**src/rtl/binary_arcade_scorer.sv**
```systemverilog
// Round-based scorer for the binary arcade game: latches a target per round, judges guesses
// under a round timer, keeps saturating score/streak and a life count. Optional macro: STREAK_BONUS_EN.
module binary_arcade_scorer #(
  parameter int WIDTH        = 4,
  parameter int SCORE_W      = 8,
  parameter int LIVES        = 3,
  parameter int LIVES_W      = 4,
  parameter int ROUND_CYCLES = 16,
  parameter int TIMER_W      = 8
) (
  input  logic               clk,
  input  logic               reset,
  input  logic               start,
  input  logic [WIDTH-1:0]   target,
  input  logic [WIDTH-1:0]   guess,
  input  logic               guess_valid,
  output logic [WIDTH-1:0]   round_target,
  output logic [SCORE_W-1:0] score,
  output logic [SCORE_W-1:0] streak,
  output logic [LIVES_W-1:0] lives_left,
  output logic               hit,
  output logic               miss,
  output logic               timeout,
  output logic               playing,
  output logic               game_over
);

  typedef enum logic [1:0] {IDLE, LOAD, PLAY, OVER} state_t;

  localparam logic [LIVES_W-1:0] LIVES_INIT = LIVES_W'(LIVES);
  localparam logic [TIMER_W-1:0] TIMER_INIT = TIMER_W'(ROUND_CYCLES - 1);
  localparam logic [SCORE_W-1:0] SCORE_MAX  = '1;

  state_t             state, state_nxt;
  logic [TIMER_W-1:0] timer, timer_nxt;
  logic [SCORE_W-1:0] score_nxt, streak_nxt;
  logic [LIVES_W-1:0] lives_nxt;
  logic [WIDTH-1:0]   rt_nxt;
  logic               hit_nxt, miss_nxt, timeout_nxt;
  logic [1:0]         hit_inc;

  function automatic logic [SCORE_W-1:0] sat_add(input logic [SCORE_W-1:0] a,
                                                 input logic [1:0]         inc);
    logic [SCORE_W:0] sum;
    sum = {1'b0, a} + (SCORE_W+1)'(inc);
    return sum[SCORE_W] ? SCORE_MAX : sum[SCORE_W-1:0];
  endfunction

`ifdef STREAK_BONUS_EN
  // Bonus is decided on the streak held before this hit is counted.
  assign hit_inc = (streak >= SCORE_W'(3)) ? 2'd2 : 2'd1;
`else
  assign hit_inc = 2'd1;
`endif

  always_comb begin
    state_nxt   = state;
    timer_nxt   = timer;
    score_nxt   = score;
    streak_nxt  = streak;
    lives_nxt   = lives_left;
    rt_nxt      = round_target;
    hit_nxt     = 1'b0;
    miss_nxt    = 1'b0;
    timeout_nxt = 1'b0;
    case (state)
      IDLE, OVER: begin
        if (start) begin
          score_nxt  = '0;
          streak_nxt = '0;
          lives_nxt  = LIVES_INIT;
          state_nxt  = LOAD;
        end
      end
      LOAD: begin
        rt_nxt    = target;
        timer_nxt = TIMER_INIT;
        state_nxt = PLAY;
      end
      PLAY: begin
        if (guess_valid && (guess == round_target)) begin
          hit_nxt    = 1'b1;
          score_nxt  = sat_add(score, hit_inc);
          streak_nxt = sat_add(streak, 2'd1);
          state_nxt  = LOAD;
        end else if (guess_valid || (timer == '0)) begin
          // A guess on the last timer cycle takes priority over the timeout.
          miss_nxt    = 1'b1;
          timeout_nxt = !guess_valid;
          streak_nxt  = '0;
          if (lives_left != '0) lives_nxt = lives_left - LIVES_W'(1);
          state_nxt   = (lives_left <= LIVES_W'(1)) ? OVER : LOAD;
        end else begin
          timer_nxt = timer - TIMER_W'(1);
        end
      end
      default: state_nxt = IDLE;
    endcase
  end

  always_ff @(posedge clk) begin
    if (reset) begin
      state        <= IDLE;
      timer        <= '0;
      score        <= '0;
      streak       <= '0;
      lives_left   <= LIVES_INIT;
      round_target <= '0;
      hit          <= 1'b0;
      miss         <= 1'b0;
      timeout      <= 1'b0;
    end else begin
      state        <= state_nxt;
      timer        <= timer_nxt;
      score        <= score_nxt;
      streak       <= streak_nxt;
      lives_left   <= lives_nxt;
      round_target <= rt_nxt;
      hit          <= hit_nxt;
      miss         <= miss_nxt;
      timeout      <= timeout_nxt;
    end
  end

  assign playing   = (state == LOAD) || (state == PLAY);
  assign game_over = (state == OVER);

endmodule

```
**config.mk**
```make
export PLATFORM = sky130hd
export DESIGN_NAME = binary_arcade_scorer
export DESIGN_NICKNAME = d
export VERILOG_FILES = /design/src/rtl/binary_arcade_scorer.sv
export SDC_FILE = /design/constraint.sdc
export NUM_CORES = 1
export LEC_CHECK = 0
export BUFFER_PORTS_ARGS = -buffer_cell sky130_fd_sc_hd__buf_2
export CORE_ASPECT_RATIO = 1.75
export CORE_MARGIN = 3
export CORE_UTILIZATION = 30
export CTS_CLUSTER_SIZE = 28
export DETAILED_ROUTE_END_ITERATION = 6
export PLACE_DENSITY = 0.48
export SKIP_LAST_GASP = 1
export SLEW_MARGIN = 30
export SYNTH_ARGS = -nofsm -noshare
export SYNTH_HDL_FRONTEND = slang
export SYNTH_SLANG_ARGS = --single-unit
export TNS_END_PERCENT = 1
```
**constraint.sdc**
```tcl
create_clock -name clk -period 2 [get_ports clk]
set_input_delay 0.2 -clock clk [delete_from_list [all_inputs] [get_ports clk]]
set_output_delay 0.2 -clock clk [all_outputs]
set_load 0.01 [all_outputs]
```
---- Yosys cells after proc, flatten, opt, wreduce, memory -nomap -nowiden ----
Index checks and enable logic that the tools add are counted.
cells by class
  muxes and demuxes ....................... 23
  bitwise operators ....................... 2
  reductions and logical operators ........ 18
  order comparisons ....................... 1
  eq/ne operators ......................... 11
  add/subtract/negate cells ............... 4
operators by type and width
  cell                                                                              count
  8-bit two-way mux                                                                 8
  8-bit one-hot mux with 2 select lines                                             3
  8-bit by 1-bit adder with 9-bit output, second input constant                     2
  4-bit two-way mux                                                                 4
  2-bit inequality test, second input constant                                      6
  3-bit AND reduction                                                               3
  8-bit zero test                                                                   1
  2-bit two-way mux                                                                 4
  4-bit one-hot mux with 2 select lines                                             1
  8-bit by 1-bit subtractor with 8-bit output, second input constant                1
  2-bit one-hot mux with 3 select lines                                             1
  5-bit AND reduction                                                               1
  2-bit == test, second input constant                                              2
  4-bit == test                                                                     1
  4-bit by 1-bit less-or-equal comparator with 1-bit output, second input constant  1
  2-bit nonzero test                                                                2
  4-bit nonzero test                                                                1
  2-bit OR reduction                                                                2
  4-bit OR reduction                                                                1
  4-bit by 1-bit subtractor with 4-bit output, second input constant                1
  3-bit inequality test, second input constant                                      1
  3-bit OR reduction                                                                1
  2-bit by 1-bit == test with 1-bit output, second input constant                   1
  2-bit zero test                                                                   1
  6 further kinds                                                                   9
word-level totals
  output and inout bits ................... 29
  flip-flop bits (word level) ............. 37

---- Logic depth before layout (Yosys ltp) ----
  depth in word-level cells ............... 5
  depth in mapped cells ................... 9

---- Least setup slack after synthesis ----
No wires, ideal clock.
  path kind ............................... flip-flop to flip-flop
  start ................................... register state[0]
  end ..................................... register score[0]
  required time ........................... 1884 ps
  setup time .............................. 116 ps
  path buffers ............................ 0
  path slack .............................. 72 ps
  clock period less this slack ............ 1928 ps
  data arrival time ....................... 1811 ps
  cell stages (with the launch flop) ...... 8
  cells stage by stage .................... dfxtp_1 -> inv_1 -> ha_1 -> mux2i_1 -> and3b_1 -> a21oi_2 -> a211oi_1 -> a31o_2
on the way
  cells in the longest elaborated chain, start to end .. 4
  elaborated cells on any way between the ends .. 9
  those cells by class .................... eq/ne: 4; mux: 1; reduce/logical: 4
RTL lines
  what                                                                   RTL line  RTL
  start, declared                                                        34        state_t state, state_nxt;
  start signal, assigned                                                 113       state <= state_nxt;
  2-bit == test or 2-bit zero test (tied branches)                       66        case (state)
  2-bit OR reduction                                                     66
  2-bit inequality test (no line) or 2-bit nonzero test (tied branches)  --
  3-bit AND reduction (no line)                                          --
  end signal, assigned                                                   115       score <= score_nxt;
  end, declared                                                          18        output logic [SCORE_W-1:0] score,
Several ways; a longest one is shown, not always the timed one.
A chain may end at the register's enable or synchronous reset.

---- Worst setup path in the final report ----
  start ................................... register timer[0]
  end ..................................... register state[1]
on the way
  cells in the longest elaborated chain, start to end .. 4
RTL lines
  what                             RTL line  RTL
  start, declared                  35        logic [TIMER_W-1:0] timer, timer_nxt;
  start signal, assigned           114       timer <= timer_nxt;
  8-bit zero test                  86        end else if (guess_valid || (timer == '0)) begin
  1-bit logical OR                 86
  3-bit inequality test (no line)  --
  2-bit AND reduction (no line)    --
Every way passes these cells.

==> results.toml <==
[run_status]
run_status = "completed"

[cells_and_area]
fillers = 650
finalNonFillerCells = 380
area_growth_pct = 30.5
nets = 320
n_antenna_cell = 0
mostFrequentLayoutCells = "40 x buf_2, 37 x dfxtp_1, 23 x nor2_1, 22 x buf_4, 15 x inv_1"
drive_above_1_share_pct = 28.7
layout_commonest_cell = "buf_2"
multi_input_area_um2 = 1200
seqCellArea_um2 = 741

[worst_setup_path]
critPathMaxFanout = 5
cp-end-kind = "flip-flop"
path_cells = "inv_1, ha_1, or3b_2, o21ai_2, buf_4, nand2_1, a22oi_1, a21oi_1"
path_buf_inv = 2
path_delay_family = "simple AND/OR/NAND/NOR gates"
worstPathRequired_ns = 2.19
worstSetupPathType = "reg2reg"
max_stage_delay_ns = 0.49
crit_slowest_cell = "or3b_2"
start_kind = "flip-flop"
crit_arrival_ns = 2.09

[global_routing]
grt_pass1_wl_um = 8880
met1_usage_pct = 16.9
grt_pass1_vias = 1902
antenna_found_initial = 0
grt_util_met3_pct = 3.05
grtUsageMet2_pct = 26.4
grt_max_degree = 18
overflow = 0
grtUsageTotal_pct = 15.1
grt.busiest_layer = "met2"

[floorplanning]
initial_utilization_pct = 31.3
fp.dieW_um = 67.4
coreArea_um2 = 6320
fp.dieH_um = 114
num_rows = 38
ios = 41
dieArea_um2 = 7660

[sta]
hold_violations = 0
period_share_pct = 95.3
hold_slack_ns = 0.134
timing.slew.headroom_pct = 70.1
rsz0062_at_grt = "true"
slew_viol_final = 0
finalClockSkew_ns = 0.00736
setup_violations = 0
layout_setup_ws_ns = 0.0939
worst_slew_pin_slew_ns = 0.446
clock.fmax_mhz = 525
period_minus_slack_ns = 1.91

[detailed_routing]
drt-vias-per-instance = 5.15
route.antenna.remaining_nets = 0
drtIter0Drc = 99
dr.pass1.iters = 6
routed_wirelength_um = 5440
num_vias = 1957
avgRoutedWirePerCell_um = 14.3
drc_errors = 0

[synth]
async_reset_ff_share_pct = 0
synth_flop_cell = "dfxtp_1"
syn_inst = 236
syn-cell-area_um2 = 1980
syn_nets = 257
ys_ff_latch = 37
synth_edf_count = 0
yosys_warnings = 0
yosysSeqAreaShare_pct = 37.4
syn_avg_cell_area_um2 = 8.40
yosysUniqueCellTypes = 52

[worst_hold_path]
hold_path.class = "in2reg"

[clock_network]
insertion_delay_ns = 0.30
cts_tree = "built"
cts-root-buf = "clkbuf_8"
cts_sinks = 37
cts_made_buffers = 5
clock_path_buffers = 2
hold_buffers = 0
path_clk_slew_ns = 0.08
h-tree-depth = 2

[place]
place_congestion = 0.799
portBuffers = 40
post-place-ws_ns = 0.000871
hpwl_um = 4210
dp.cells = 369

[pwr]
power_density_nw_per_um2 = 791
power_mw = 2.05
ir_drop_uv = 433
p_leak_nw = 1.13

[job]
maxCapViolCount = 0
-- through the flow --
step | area (um^2) | setup TNS [ns] | util (%)
finish | 2590 | 0 | 40.9
global placement | 2400 | -0.0158 | 37.9
global route | 2590 | -0.0214 | 40.9
CTS | 2520 | 0 | 39.9
detailed placement | 2400 | 0 | 37.9
floorplan | 1980 | 0 | -
-- what timing repair did --
action	CTS	global route
setup buffers	0	3
resized for setup	1	7
setup endpoints to repair	1	11
pin swaps	0	3
-- power breakdown --
group	total, mW	internal [mW]	leakage, nW	switching [mW]
Sequential	0.818	0.778	0.300	0.0404
Clock	0.698	0.406	0.0574	0.292
Combinational	0.530	0.246	0.771	0.284
Total	2.05	1.43	1.13	0.617
-- logic make-up (layout without fill, tap and decap cells) --
family                     after synthesis  count (layout)  synth area share [%]
and+or+nand+nor                         94              94                  24.4
AOI/OAI and AO/OA                       60              60                  21.1
DFF                                     37              37                  37.4
buffers and inverters                   21              85                  4.23
adders and majority gates                9               9                  5.68
muxes                                    8               8                  4.04
xor gates and xnor gates                 7               7                  3.09
-- per-layer routing --
layer | vias up | share of wire [%]
met1 | 918 | 40
li1 | 983 | -
met2 | 46 | 54
met4 | 0 | 2.6
met5 | - | 0
met3 | 10 | 4.0
-- final timing paths --
kind                         start                            to  slack (ns)  cells after the start
min reg2reg  score[3]$_SDFFE_PP0P_         score[3]$_SDFFE_PP0P_        0.52                      2
max reg2reg  timer[0]$_SDFFE_PP0P_         state[1]$_SDFFE_PP0P_        0.09                      8
max          timer[0]$_SDFFE_PP0P_         state[1]$_SDFFE_PP0P_        0.09                      8
min                      target[1]  round_target[1]$_SDFFE_PP0N_        0.13                      3
-- final cells by class --
type,count,area share [%]
multi-input cells,178,46.5
flip-flops and latches,37,28.6
repair buffers,62,14.1
well taps,80,3.87
clock buffers,6,3.19
inverters,15,2.18
clock inverters,2,1.45
-- flip-flops by register name (all words and copies together), names as in the netlist --
| signal | count |
|---|---|
| score | 8 |
| streak | 8 |
| timer | 8 |
| lives_left | 4 |
| round_target | 4 |
| state | 2 |
| hit | 1 |
| miss | 1 |
| timeout | 1 |
-- synth_stat cells, drive strengths merged (6+ instances only) --
cell	n	area (um^2)
dfxtp	37	741
nand2	13	48.8
mux2i	8	80.1
o21ai	12	63.8
nor2	24	92.6
a21oi	15	78.8
nor3	12	60.1
inv	15	56.3
ha	9	113
and3	6	37.5
nand3	12	60.1
-- worst reg2reg max path, stage by stage (launching register included) --
cell,delay (ns)
dfxtp_1,0.37
inv_1,0.12
ha_1,0.17
or3b_2,0.49
o21ai_2,0.17
buf_4,0.14
nand2_1,0.08
a22oi_1,0.19
a21oi_1,0.08
No activity file was read; power rests on OpenSTA's default activity.
